===== src/rtl/pc_seq_pkg.sv =====
// pc_seq_pkg: shared types and constants for the next-PC sequencer.
//   pc_state_t   - sequencer FSM state (BOOT, FETCH, TRAP)
//   INSTR_BYTES  - byte size of one instruction (sequential PC step)
//   is_misaligned - true when a control-flow target is not word aligned
package pc_seq_pkg;

  typedef enum logic [1:0] {
    BOOT  = 2'd0,
    FETCH = 2'd1,
    TRAP  = 2'd2
  } pc_state_t;

  localparam logic [31:0] INSTR_BYTES = 32'd4;

  function automatic logic is_misaligned(input logic [31:0] addr);
    return (addr[1:0] != 2'b00);
  endfunction

endpackage


===== src/rtl/pc_target_mux.sv =====
// pc_target_mux: priority select of the next fetch target plus the
// misalignment flag for redirect targets.
//   i_trap_ret, i_jump, i_branch_taken in  redirect requests (priority order)
//   i_epc, i_jump_target, i_branch_target, i_pc in  candidate sources
//   o_target     out selected target
//   o_misaligned out selected target is a redirect with [1:0] != 0
module pc_target_mux
  import pc_seq_pkg::*;
(
  input  logic        i_trap_ret,
  input  logic        i_jump,
  input  logic        i_branch_taken,
  input  logic [31:0] i_epc,
  input  logic [31:0] i_jump_target,
  input  logic [31:0] i_branch_target,
  input  logic [31:0] i_pc,
  output logic [31:0] o_target,
  output logic        o_misaligned
);

  logic w_redirect;

  always_comb begin
    o_target   = i_pc + INSTR_BYTES;
    w_redirect = 1'b1;
    if (i_trap_ret)          o_target = i_epc + INSTR_BYTES;
    else if (i_jump)         o_target = i_jump_target & ~32'd1; // JALR clears bit 0
    else if (i_branch_taken) o_target = i_branch_target;
    else                     w_redirect = 1'b0;
  end

  // Sequential PC+4 can never be misaligned, so only redirects are checked.
  assign o_misaligned = w_redirect && is_misaligned(o_target);

endmodule


===== src/rtl/program_counter.sv =====
// program_counter: the architectural PC register. Loads i_pc_next on
// every rising edge; the sequencer holds the PC by presenting the
// current value.
//   clk       in  clock
//   rst       in  async active-high reset, loads RESET_VALUE
//   i_pc_next in  value taken at the next edge
//   o_pc      out registered PC
module program_counter #(
  parameter logic [31:0] RESET_VALUE = 32'h0000_0000
) (
  input  logic        clk,
  input  logic        rst,
  input  logic [31:0] i_pc_next,
  output logic [31:0] o_pc
);

  logic [31:0] r_pc;

  always_ff @(posedge clk or posedge rst) begin
    if (rst) r_pc <= RESET_VALUE;
    else     r_pc <= i_pc_next;
  end

  assign o_pc = r_pc;

endmodule


===== src/rtl/pc_sequencer.sv =====
// pc_sequencer: next-PC controller for the RV32I fetch port.
//   clk, rst        in  clock, async active-high reset
//   stall           in  pipeline hold (overrides imem_ready)
//   imem_req        out fetch request for PC (FETCH state)
//   imem_ready      in  instruction word at PC returned this cycle
//   branch_taken/branch_target, jump/jump_target, trap_ret in  redirects
//   PC              out registered fetch address
//   PCNext          out value PC takes at the next edge
//   fetch_valid     out instruction at PC retires this cycle
//   trap            out one-cycle trap-entry pulse
//   epc             out saved PC of the faulting instruction
//   dbg_state       out current FSM state
// Handshake: an instruction retires (fetch_valid) on a cycle where the
// sequencer is in FETCH, imem_ready is high and stall is low; redirect
// inputs are only looked at on such a cycle.
module pc_sequencer
  import pc_seq_pkg::*;
#(
  parameter logic [31:0] RESET_VECTOR = 32'h0000_0000,
  parameter logic [31:0] TRAP_VECTOR  = 32'h0000_0100
) (
  input  logic        clk,
  input  logic        rst,
  input  logic        stall,
  output logic        imem_req,
  input  logic        imem_ready,
  input  logic        branch_taken,
  input  logic [31:0] branch_target,
  input  logic        jump,
  input  logic [31:0] jump_target,
  input  logic        trap_ret,
  output logic [31:0] PC,
  output logic [31:0] PCNext,
  output logic        fetch_valid,
  output logic        trap,
  output logic [31:0] epc,
  output pc_state_t   dbg_state
);

  pc_state_t   r_state;
  pc_state_t   w_state_next;
  logic [31:0] r_epc;
  logic [31:0] w_target;
  logic        w_misaligned;
  logic        w_advance;
  logic        w_fault;

  pc_target_mux u_mux (
    .i_trap_ret      (trap_ret),
    .i_jump          (jump),
    .i_branch_taken  (branch_taken),
    .i_epc           (r_epc),
    .i_jump_target   (jump_target),
    .i_branch_target (branch_target),
    .i_pc            (PC),
    .o_target        (w_target),
    .o_misaligned    (w_misaligned)
  );

  program_counter #(.RESET_VALUE(RESET_VECTOR)) u_pc (
    .clk       (clk),
    .rst       (rst),
    .i_pc_next (PCNext),
    .o_pc      (PC)
  );

  assign w_advance = (r_state == FETCH) && imem_ready && !stall;
  assign w_fault   = w_advance && w_misaligned;

  // A faulting instruction holds PC; TRAP_VECTOR is loaded on leaving TRAP.
  always_comb begin
    PCNext = PC;
    if (r_state == TRAP)          PCNext = TRAP_VECTOR;
    else if (w_advance && !w_fault) PCNext = w_target;
  end

  always_comb begin
    w_state_next = r_state;
    case (r_state)
      BOOT:    w_state_next = FETCH;
      FETCH:   if (w_fault) w_state_next = TRAP;
      TRAP:    w_state_next = FETCH;
      default: w_state_next = BOOT;
    endcase
  end

  always_ff @(posedge clk or posedge rst) begin
    if (rst) begin
      r_state <= BOOT;
      r_epc   <= 32'h0;
    end else begin
      r_state <= w_state_next;
      if (w_fault) r_epc <= PC;
    end
  end

  assign imem_req    = (r_state == FETCH);
  assign trap        = (r_state == TRAP);
  assign fetch_valid = w_advance;
  assign epc         = r_epc;
  assign dbg_state   = r_state;

endmodule


===== config.mk =====
export PLATFORM = sky130hd
export DESIGN_NAME = pc_sequencer
export DESIGN_NICKNAME = d
export VERILOG_FILES = /design/src/rtl/pc_seq_pkg.sv /design/src/rtl/pc_target_mux.sv /design/src/rtl/program_counter.sv /design/src/rtl/pc_sequencer.sv
export SDC_FILE = /design/constraint.sdc
export NUM_CORES = 1
export LEC_CHECK = 0
export BUFFER_PORTS_ARGS = -buffer_cell sky130_fd_sc_hd__buf_4
export CAP_MARGIN = 20
export CORE_MARGIN = 2
export CORE_UTILIZATION = 44
export DETAILED_ROUTE_END_ITERATION = 6
export MAX_ROUTING_LAYER = met4
export PLACE_DENSITY = 0.75
export SYNTH_ARGS = -nofsm -noshare
export SYNTH_HDL_FRONTEND = slang
export SYNTH_SLANG_ARGS = --single-unit

===== constraint.sdc =====
create_clock -name clk -period 2.12 [get_ports clk]
set_input_delay 0.106 -clock clk [delete_from_list [all_inputs] [get_ports clk]]
set_output_delay 0.106 -clock clk [all_outputs]
set_load 0.1 [all_outputs]

* Yosys cells after proc, flatten, opt, wreduce, memory -nomap -nowiden *
Index checks and enable logic that the tools add are counted.

word-level totals
  bits of input ports = 71
  logic and storage cells = 28
  output and inout port bits = 101
  flip-flop bits (word level) = 66

cells by class
  equal/unequal tests = 3
  reduce and logical (&&, ||, !) cells = 10
  mux-type cells = 10
  add/subtract/negate cells = 2

operators with widths
  cell                                                                   number
  32-bit two-way mux                                                     5
  32-bit by 3-bit adder with 32-bit output, second input constant        2
  1-bit logical AND                                                      5
  2-bit case mux with 2 select lines                                     1
  1-bit two-way mux                                                      3
  2-bit by 1-bit equality test with 1-bit output, second input constant  1
  2-bit equality test, second input constant                             1
  1-bit zero test                                                        2
  2-bit zero test                                                        1
  2-bit two-way mux                                                      1
  2-bit by 1-bit != test with 1-bit output, second input constant        1
  2-bit nonzero test                                                     1
  2-bit OR reduction                                                     1

* Depth between registers and ports, before layout *
Gate-level depths: netlist of run 1.

  depth after elaboration = 11
  gate-level depth with buffers = 9
  gate-level depth less buffers = 7

* Hierarchy *
A second synthesis of run 1 with hierarchy kept.

second synthesis, totals
  cells, all modules = 544
  area, all modules = 4,784.6 sq um

by module, submodules not included
  module           area an instance (sq um)  times used  cells each  sequential area each (sq um)
  pc_target_mux    2,078.2                   1           321         0.0
  pc_sequencer     1,901.8                   1           190         850.8
  program_counter  804.5                     1           33          800.8

* Least setup slack after synthesis of run 1 *
No wires, ideal clock.

  path kind = register to register
  start = register r_state[0] (netlist: dbg_state[0])
  end = register u_pc.r_pc[14] (netlist: u_pc.o_pc[14])
  setup time = 362 ps
  stages on the path, launching flop included = 7
  arrival time = 4,777 ps
  period minus slack after synthesis = 5,140 ps
  path slack = -3,020 ps
  required time = 1,758 ps
  buffers on the path = 1
  path through = dfrtp_1 -> nand4bb_1 -> inv_1 -> a22o_1 -> buf_2 -> a21oi_1 -> a211oi_1

between the ends
  longest elaborated chain between the ends = 8
  elaborated cells on any way between the ends = 9
  classes of those cells = 2 x eq/ne; 2 x mux; 5 x reduce/logical

RTL lines
  item                                              RTL line               text
  from (decl)                                       pc_sequencer.sv:40     pc_state_t r_state;
  from (signal assigned)                            pc_sequencer.sv:92     r_state <= w_state_next;
  2-bit by 1-bit equality test with 1-bit output *  pc_sequencer.sv:67     assign w_advance = (r_state == FETCH) && imem_ready && !stall;
  1-bit logical AND * (2 in series)                 pc_sequencer.sv:67
  named net fetch_valid                             pc_sequencer.sv:34     output logic fetch_valid,
  1-bit logical AND                                 pc_sequencer.sv:68     assign w_fault = w_advance && w_misaligned;
  1-bit zero test                                   pc_sequencer.sv:74     else if (w_advance && !w_fault) PCNext = w_target;
  1-bit logical AND *                               pc_sequencer.sv:74
  32-bit two-way mux *                              pc_sequencer.sv:74
  32-bit two-way mux *                              pc_sequencer.sv:73     if (r_state == TRAP) PCNext = TRAP_VECTOR;
  named net PCNext[14]                              pc_sequencer.sv:33     output logic [31:0] PCNext,
  to (signal assigned)                              program_counter.sv:21  else r_pc <= i_pc_next;
  to (decl)                                         program_counter.sv:17  logic [31:0] r_pc;

The timed path passes the listed nets; every way through them passes the cells marked *.
A chain may end at the register's enable or synchronous reset.

* Final worst setup path of run 1 *
  start = register u_pc.r_pc[1] (netlist: u_pc.o_pc[1])
  end = output PCNext[22]

between the ends
  longest elaborated chain between the ends = 11

RTL lines
  item                                        RTL line             text
  32-bit by 3-bit adder with 32-bit output *  pc_target_mux.sv:24  o_target = i_pc + INSTR_BYTES;
  32-bit two-way mux *                        pc_target_mux.sv:28  else if (i_branch_taken) o_target = i_branch_target;
  32-bit two-way mux *                        pc_target_mux.sv:27  else if (i_jump) o_target = i_jump_target & ~32'd1;
  32-bit two-way mux *                        pc_target_mux.sv:26  if (i_trap_ret) o_target = i_epc + INSTR_BYTES;
  2-bit nonzero test                          pc_seq_pkg.sv:16     return (addr[1:0] != 2'b00);
  1-bit logical AND                           pc_target_mux.sv:33  assign o_misaligned = w_redirect && is_misaligned(o_target);
  1-bit logical AND                           pc_sequencer.sv:68
  1-bit zero test                             pc_sequencer.sv:74
  1-bit logical AND                           pc_sequencer.sv:74
  32-bit two-way mux *                        pc_sequencer.sv:74
  32-bit two-way mux *                        pc_sequencer.sv:73
  to (decl)                                   pc_sequencer.sv:33

Mark *: on every way between the ends. The rest lies on a longest branch, timed or not.

==> flow_metrics.tcl, run 1 <==
set metrics [dict create \
    num_rows 37 \
    dpl.hpwl_um 15260 \
    routedWlPerCell_um 22.90 \
    diodes 0 \
    start_util_pct 45.09 \
    max_freq_mhz 358.8 \
    fin_crit_ns 2.787 \
    place_congestion 0.9693 \
    slew_headroom_pct 66.53 \
    drt_iter0_markers 656 \
    ys.flop_type "dfrtp_1" \
    clock_latency_ns 0.35 \
    vias 6239 \
    grt_pass1_vias 6241 \
    htreeDepth 3 \
    startpoint "u_pc.o_pc[1]" \
    crit_fanout 11 \
    crit_arrival_ns 2.68 \
    syn_to_final_growth_pct 88.99 \
    grt_pass1_wl_um 33360 \
    outcome "finished with violations" \
    cts_root_buf "clkbuf_8" \
    finalHoldViolCount 0 \
    synthArstFlopShare_pct 100.0 \
    cts_tree "done" \
    syn_nets 599 \
    port_buffers 170 \
    reg2regPathDepth 10 \
    die_area_mm2 0.01132 \
    numCtsBuffers 9 \
    grt_overflow 0 \
    routed_via_density 6.308 \
    synthCells 526 \
    path_cells "mux2_4 > a222oi_1 > buf_4 > a22o_4 > nor2_4 > a211oi_1 > buf_4 > a21oi_4 > buf_12" \
    clockBufferDepth 2 \
    rsz0062_at_grt "true" \
    crit_type "reg2out" \
    drc 6 \
    netlist_area_mm2 0.004613 \
    antenna_found_initial 0 \
    synth-seq-cells 66 \
    core_mm2 0.01023 \
    die_width_um 106.4 \
    worstPathRequired_ns 2.01 \
    finalMaxSlewViolations 0 \
    track_usage_pct 39.46 \
    crit_slowest_cell "dfrtp_2" \
    crit_buf_inv 3 \
    fin_crit_sh_pct 131.5 \
    nNetsFinal 921 \
    wirelength_um 22650 \
    cp_common_cell "buf_4" \
    clkSlewWorstSetupHoldPaths_ns 0.08 \
    avgSynthCellArea_um2 8.770 \
    hp-class "in2reg" \
    setup_viol 91 \
    cap_violations 0 \
    max_stage_delay_ns 0.41 \
    io_pins 172 \
    yosysUniqueCellTypes 68 \
    yosysWarningCount 0 \
    crit_family "compound AO/OA/AOI/OAI gates" \
    drive_gt1_share_pct 63.66 \
    preCtsSetupSlack_ns -0.3831 \
    postLayoutSetupSlackWorst_ns -0.6671 \
    tightest_slew_ns 0.4975 \
    grt_max_degree 67 \
    crit_path_start_kind "register" \
    whs_path_depth 4 \
    violations "DRC, setup timing" \
    first_pass_iters 7 \
    r2r_start "u_pc.o_pc[1]" \
    crit_path_end_kind "output pin" \
    yosysSeqAreaShare_pct 35.80 \
    antenna_left 0 \
    holdCritStartpoint "jump_target[8]" \
    clock_sinks 66 \
    clock_skew_ns 0.01340 \
    die_h_um 106.4 \
    critical_path_cell_count 9 \
    synth-edff-count 0 \
]
-- per-stage QoR --
stage	std cells	hold slack [ns]	utilization [%]	cell area [um2]	setup TNS (ns)
finish	989	0.1731	85.21	8718	-27.12
global route	989	0.2133	85.21	8718	-32.50
CTS	984	0.1784	82.90	8482	-24.50
detailed placement	952	0.2143	74.86	7659	-9.506
global placement	952	0.2120	74.86	7659	-7.746
floorplan	526	0.6500	-	5234	-63.81
-- path summary, 6_finish.rpt --
kind	slack (ns)	end
worst max-delay path	-0.67	PCNext[22]
worst min-delay path	0.17	u_pc.o_pc[8]
worst max register to register	-0.24	epc[2]
worst min register to register	0.59	dbg_state[0]
max in group asynchronous	1.40	epc[9]
min in group asynchronous	0.38	epc[23]
-- kinds of logic (layout without fill, tap and decap cells) --
logic type | after synthesis | in the layout | synth area share (%)
buffers and inverters | 53 | 380 | 4.855
flip-flops | 66 | 66 | 35.80
adder cells (fa/ha/maj) | 2 | 2 | 0.5424
XOR/XNOR | 28 | 28 | 5.316
AND/OR/NAND/NOR | 180 | 180 | 21.26
multiplexers | 40 | 40 | 9.493
AO/OA/AOI/OAI | 157 | 157 | 22.73
-- metal layers --
| layer | vias to the layer above | global-route usage, % | wire, um |
|---|---|---|---|
| met5 | - | - | 0 |
| met1 | 3004 | 48.93 | 8195 |
| met4 | 0 | 17.20 | 1055 |
| li1 | 2641 | - | - |
| met2 | 477 | 63.87 | 11120 |
| met3 | 117 | 6.376 | 2283 |
-- sequential cells by signal, summed over array words and instances, names as in the netlist --
| name | flops |
|---|---|
| u_pc.o_pc | 32 |
| dbg_state | 2 |
| epc | 32 |
-- cell usage after synthesis, types with 3 or more instances --
cell type | number | share of area, %
buf_2 | 8 | 0.87
nor2b_1 | 3 | 0.41
a221o_1 | 3 | 0.65
o22a_1 | 3 | 0.57
nand4_1 | 16 | 2.2
o31ai_1 | 9 | 1.5
nand3_1 | 28 | 3.0
mux2_2 | 20 | 4.9
o22ai_1 | 12 | 1.6
xnor2_1 | 14 | 2.7
clkbuf_1 | 23 | 1.9
o21ai_0 | 28 | 3.0
o21a_1 | 3 | 0.49
and2_1 | 3 | 0.41
nor2_1 | 23 | 1.9
mux2i_1 | 10 | 2.2
buf_1 | 5 | 0.41
nor3_1 | 12 | 1.3
nand2b_1 | 8 | 1.1
or3_1 | 5 | 0.68
or4_1 | 4 | 0.65
a221oi_1 | 6 | 1.1
xor2_1 | 14 | 2.7
o21ai_1 | 5 | 0.54
dfrtp_1 | 66 | 36
a21oi_1 | 37 | 4.0
a31oi_1 | 5 | 0.68
a21o_1 | 4 | 0.65
o211ai_1 | 6 | 0.98
and3_1 | 9 | 1.2
nand2_1 | 44 | 3.6
inv_1 | 12 | 0.98
a22oi_1 | 5 | 0.81
and4_1 | 6 | 1.1
nor4_1 | 9 | 1.2
mux2_1 | 10 | 2.4
a211oi_1 | 10 | 1.6
-- cell usage in the layout (no fill, tap or decap), types with 9 or more instances in the layout --
cell type	instances
a21oi_1	22
buf_12	30
buf_4	294
buf_6	20
clkbuf_8	10
dfrtp_1	18
dfrtp_2	48
inv_1	10
mux2_4	28
mux2i_1	10
nand2_1	37
nand3_1	25
nand4_1	16
nor2_1	16
o21ai_0	17
o21ai_1	9
o22ai_1	10
o31ai_1	9
xnor2_1	12
xor2_1	14
-- what timing repair did --
| action | 4_1_cts | 5_1_grt |
|---|---|---|
| gates resized for setup | 123 | 52 |
| endpoints found under the hold margin | 66 | 0 |
| cloned | 3 | 0 |
| endpoints found under the setup margin | 69 | 98 |
| hold buffers | 1 | 0 |
| buffers inserted | 12 | 8 |
| pin swaps | 8 | 12 |
-- worst register-to-register path: stages, from the launching register on --
cell      delay [ns]
dfrtp_2         0.41
mux2_4          0.27
a222oi_1        0.39
buf_4           0.22
buf_4           0.11
buf_6           0.09
a21oi_4         0.05
nand2_4         0.12
buf_12          0.13
buf_12          0.14
mux2_4          0.32
-- layout make-up --
class | instances | area [um2]
Clock buffer | 13 | 148.9
Clock inverter | 3 | 15.01
Fill cell | 557 | 1513
Inverter | 14 | 56.30
Multi-Input combinational cell | 407 | 3498
Sequential cell | 66 | 1712
Tap cell | 136 | 170.2
Timing Repair Buffer | 350 | 3118
Power of run 1 is not shown: default switching activity piles up to over one toggle a cycle in this logic, so the estimate is an artifact.
==> inputs of run 2 (changes only) <==
Settings changed: GPL_TIMING_DRIVEN from default to 0.
==> run 2 against run 1 <==
The flow still finishes with violations (DRC, setup timing). Core utilization is 6.2 points higher. Non-clock buffer count down 15. Largest cell class unchanged. Worst hold slack gained 0.081 ns. Critical path depth up 1. Critical path type unchanged. Clock skew increased by 0.0064 ns. Maximum frequency is 7.1% lower. Clock-buffer cell count decreased by 3.
==> flow_metrics.tcl, run 2 (same netlist as run 1, synthesis figures left out) <==
set metrics [dict create \
    wirelength_um 30830 \
    die_width_um 106.4 \
    routedWlPerCell_um 31.65 \
    fin_crit_sh_pct 141.5 \
    clock_sinks 66 \
    core_mm2 0.01023 \
    clock_latency_ns 0.37 \
    routed_via_density 7.428 \
    max_freq_mhz 333.3 \
    dpl.hpwl_um 14130 \
    hp-class "in2reg" \
    syn_to_final_growth_pct 102.7 \
    start_util_pct 45.09 \
    htreeDepth 3 \
    nNetsFinal 906 \
    cts_tree "done" \
    fin_area_mm2 0.009349 \
    max_stage_delay_ns 0.44 \
    regArea_mm2 0.001712 \
    grt_overflow 0 \
    first_pass_iters 7 \
    crit_slowest_cell "dfrtp_2" \
    preCtsSetupSlack_ns -0.7737 \
    finalMaxSlewViolations 0 \
    n_fill_cell 353 \
    slew_headroom_pct 30.88 \
    drc 9 \
    fin_crit_ns 3.001 \
    crit_family "buffers and inverters" \
    drt_iter0_markers 1316 \
    rsz0062_at_grt "true" \
    mostFrequentLayoutCell "buf_4" \
    crit_type "reg2out" \
    tightest_slew_ns 1.037 \
    antenna_left 0 \
    multi_input_area_mm2 0.003985 \
    die_h_um 106.4 \
    cap_violations 0 \
    cts_root_buf "clkbuf_8" \
    finalHoldViolCount 0 \
    track_usage_pct 42.52 \
    dpl_cell_area_mm2 0.006685 \
    grt_max_degree 42 \
    clockBufferDepth 2 \
    crit_buf_inv 5 \
    clock_skew_ns 0.01976 \
    crit_path_end_kind "output pin" \
    io_pins 172 \
    crit_path_start_kind "register" \
    grt_pass1_wl_um 35510 \
    die_area_mm2 0.01132 \
    place_congestion 1.007 \
    num_rows 37 \
    numCtsBuffers 9 \
    setup_viol 97 \
    antenna_found_initial 1 \
    port_buffers 168 \
    mostFrequentLayoutCells "buf_4 (229), dfrtp_2 (48), buf_12 (42)" \
    crit_fanout 6 \
    cp_common_cell "buf_6" \
    violations "DRC, setup timing" \
    path_cells "mux2_4 > a222oi_1 > buf_4 > buf_6 > a22o_4 > buf_12 > buf_8 > a21oi_4 > a211oi_2 > buf_6" \
    worstPathRequired_ns 2.01 \
    outcome "finished with violations" \
    drive_gt1_share_pct 67.26 \
    finalSetupTns_ns -41.96 \
    postLayoutSetupSlackWorst_ns -0.8807 \
    clkSlewWorstSetupHoldPaths_ns 0.10 \
    grt_pass1_vias 6154 \
    crit_arrival_ns 2.89 \
    vias 7235 \
]
-- run 2: through the flow --
step / instances / util [%] / hold WS (ns)
6_report: 974 / 91.38 / 0.2545
5_1_grt: 974 / 91.38 / 0.2197
4_1_cts: 925 / 84.21 / 0.1996
3_5_place_dp: 831 / 65.34 / 0.1829
3_3_place_gp: 830 / 65.15 / 0.5014
2_1_floorplan: 526 / - / 0.6500
-- run 2: final timing paths --
check                           slack (ns)      startpoint  depth (start not counted)             to
max in group asynchronous             1.12             rst                          4         epc[8]
worst max register to register       -0.41    u_pc.o_pc[1]                         11  u_pc.o_pc[25]
worst min register to register        0.60    dbg_state[1]                          1   dbg_state[0]
worst max-delay path                 -0.88    u_pc.o_pc[1]                         10     PCNext[26]
min in group asynchronous             0.33             rst                          3  u_pc.o_pc[25]
worst min-delay path                  0.25  jump_target[8]                          4   u_pc.o_pc[8]
-- run 2: final cells by class --
type | instances | share of cell area, %
Tap cell | 136 | 1.820
Sequential cell | 66 | 18.31
Multi-Input combinational cell | 407 | 42.63
Timing Repair Buffer | 303 | 31.41
Inverter | 14 | 0.6424
Clock inverter | 5 | 0.5889
Buffer | 32 | 3.105
Antenna cell | 1 | 0.02677
Clock buffer | 10 | 1.472
-- run 2: what timing repair did --
item	4_1_cts	5_1_grt
setup endpoints to repair	99	96
gates resized for setup	231	97
gates cloned	6	1
buffers inserted	76	57
endpoints found under the hold margin	25	0
hold buffers	1	0
pin swaps	42	54
-- run 2: worst min-delay path, cell delays in order --
cell and delay, ns:
buf_4 0.08, a21oi_1 0.06, o21ai_0 0.13, a221o_4 0.21
-- run 2: routing by layer --
| layer | routed length [um] | global-route usage (%) |
|---|---|---|
| met1 | 9767 | 53.90 |
| met2 | 13130 | 65.25 |
| met3 | 4583 | 8.277 |
| met4 | 3340 | 20.77 |
| met5 | 0 | - |
Power of run 2 is left out for the same reason.
==> inputs of run 3 (changes only) <==
Settings changed: CORE_ASPECT_RATIO from default to 0.75.
==> run 3 against run 2 <==
Sequential share of layout area fell by 0.24 points. First-iteration DRC count is 25% lower. Critical path depth up 1. Critical endpoint is now PCNext[14]. The run ends with setup timing left. Worst setup slack gained 0.015 ns. Design area rose by 1.3%. Register-to-register slack gained 0.05 ns. Sequential cell count unchanged. Core utilization is 1.0 points higher. Non-clock buffer count shrank 6. Maximum frequency rose by 0.50%. Largest cell class unchanged. Clock-buffer cell count is the same. Global-route usage rose by 1.0 points.
==> flow_metrics.tcl, run 3 (same netlist as run 1, synthesis figures left out) <==
set metrics [dict create \
    outcome "finished with violations" \
    violations "setup timing" \
    setup_viol 83 \
    crit_slowest_cell "a211oi_2" \
    reg2regPathDepth 11 \
    cts_tree "done" \
    port_buffers 168 \
    tightest_slew_ns 0.9475 \
    crit_arrival_ns 2.88 \
    die_area_mm2 0.01133 \
    die_h_um 92.68 \
    crit_family "buffers and inverters" \
    grt_pass1_vias 6056 \
    max_stage_delay_ns 0.44 \
    critical_path_cell_count 11 \
    clockBufferDepth 2 \
    num_rows 32 \
    routedWlPerCell_um 30.54 \
    crit_path_start_kind "register" \
    worstPathRequired_ns 2.01 \
    grt_max_degree 40 \
    cts_root_buf "clkbuf_16" \
    vias 6939 \
    dpl.hpwl_um 14660 \
    utilization_pct 92.42 \
    clock_skew_ns 0.009380 \
    finalMaxSlewViolations 0 \
    syn_to_final_growth_pct 105.3 \
    crit_buf_inv 4 \
    drt_iter0_markers 981 \
    drive_gt1_share_pct 68.27 \
    antenna_found_initial 1 \
    core_mm2 0.01025 \
    antenna_left 0 \
    routed_via_density 7.161 \
    place_congestion 0.9715 \
    crit_fanout 4 \
    wirelength_um 29590 \
    die_width_um 122.2 \
    path_cells "buf_4 > ha_4 > and3_4 > buf_4 > buf_6 > nand4_1 > xor2_1 > mux2i_1 > o31ai_1 > a211oi_2 > buf_6" \
    io_pins 172 \
    fin_crit_sh_pct 140.8 \
    rsz0062_at_grt "true" \
    whs_path_depth 4 \
    crit_path_end_kind "output pin" \
    track_usage_pct 43.53 \
    mostFrequentLayoutCells "buf_4 (225), dfrtp_2 (48), buf_12 (41)" \
    max_freq_mhz 334.9 \
    grt_pass1_wl_um 35490 \
    numCtsBuffers 9 \
    cap_violations 0 \
    drc 0 \
    finalHoldViolCount 0 \
    fin_crit_ns 2.986 \
    first_pass_iters 6 \
    hp-class "in2reg" \
    start_util_pct 45.01 \
    slew_headroom_pct 36.83 \
    mostFrequentLayoutCell "buf_4" \
    htreeDepth 3 \
    crit_type "reg2out" \
    nNetsFinal 900 \
    clock_latency_ns 0.36 \
    clkSlewWorstSetupHoldPaths_ns 0.07 \
    postLayoutSetupSlackWorst_ns -0.8659 \
    grt_overflow 0 \
    clock_sinks 66 \
]
[run 3: area by class of cell]
class	count	area [um2]
flip-flops and latches	66	1712
well taps	136	170.2
multi-input cells	407	4028
fillers	342	777.0
inverters	14	63.81
repair buffers	296	2874
clock inverters	6	65.06
clock buffers	10	239.0
plain buffers	33	319.1
diodes	1	2.502
[run 3: path summary, 6_finish.rpt]
path	start	to	slack [ns]
worst max-delay path	epc[2]	PCNext[14]	-0.87
worst min-delay path	jump_target[8]	u_pc.o_pc[8]	0.22
worst max register to register	epc[2]	u_pc.o_pc[14]	-0.36
worst min register to register	dbg_state[1]	dbg_state[0]	0.57
max in group asynchronous	rst	u_pc.o_pc[3]	0.89
min in group asynchronous	rst	epc[31]	0.52
[run 3: worst min-delay path, delay by kind of cell]
kind | cells | cell delay [ns]
buf+inv | 1 | 0.08
compound gates | 3 | 0.36
[run 3: through the flow]
step	cell area (um2)	cells	setup slack (ns)	setup TNS [ns]	hold WS, ns
final	9473	969	-0.8659	-23.31	0.2238
after global routing	9473	969	-0.7971	-25.44	0.2376
after CTS	8492	913	-0.5556	-14.59	0.2245
after detailed placement	6685	831	-0.7971	-36.84	0.3538
after global placement	6665	830	-0.7539	-76.59	0.4908
after floorplan	5234	526	-1.504	-63.81	0.6500
[run 3: timing repair]
action                                 4_1_cts  5_1_grt
cloned                                       2        6
setup endpoints to repair                   99       90
hold buffers                                 1        0
resized for setup                          220      106
endpoints found under the hold margin       15        0
pin swaps                                   56       60
setup buffers                               67       52
[run 3: layer usage]
metal	vias up	wire length [um]	track usage, %	share of wire, %
met2	765	12970	64.31	44
met1	3289	10040	55.12	34
met4	0	2394	19.64	8.1
met5	-	0	-	0
li1	2612	-	-	-
met3	273	4188	12.93	14
Power of run 3 is left out for the same reason.
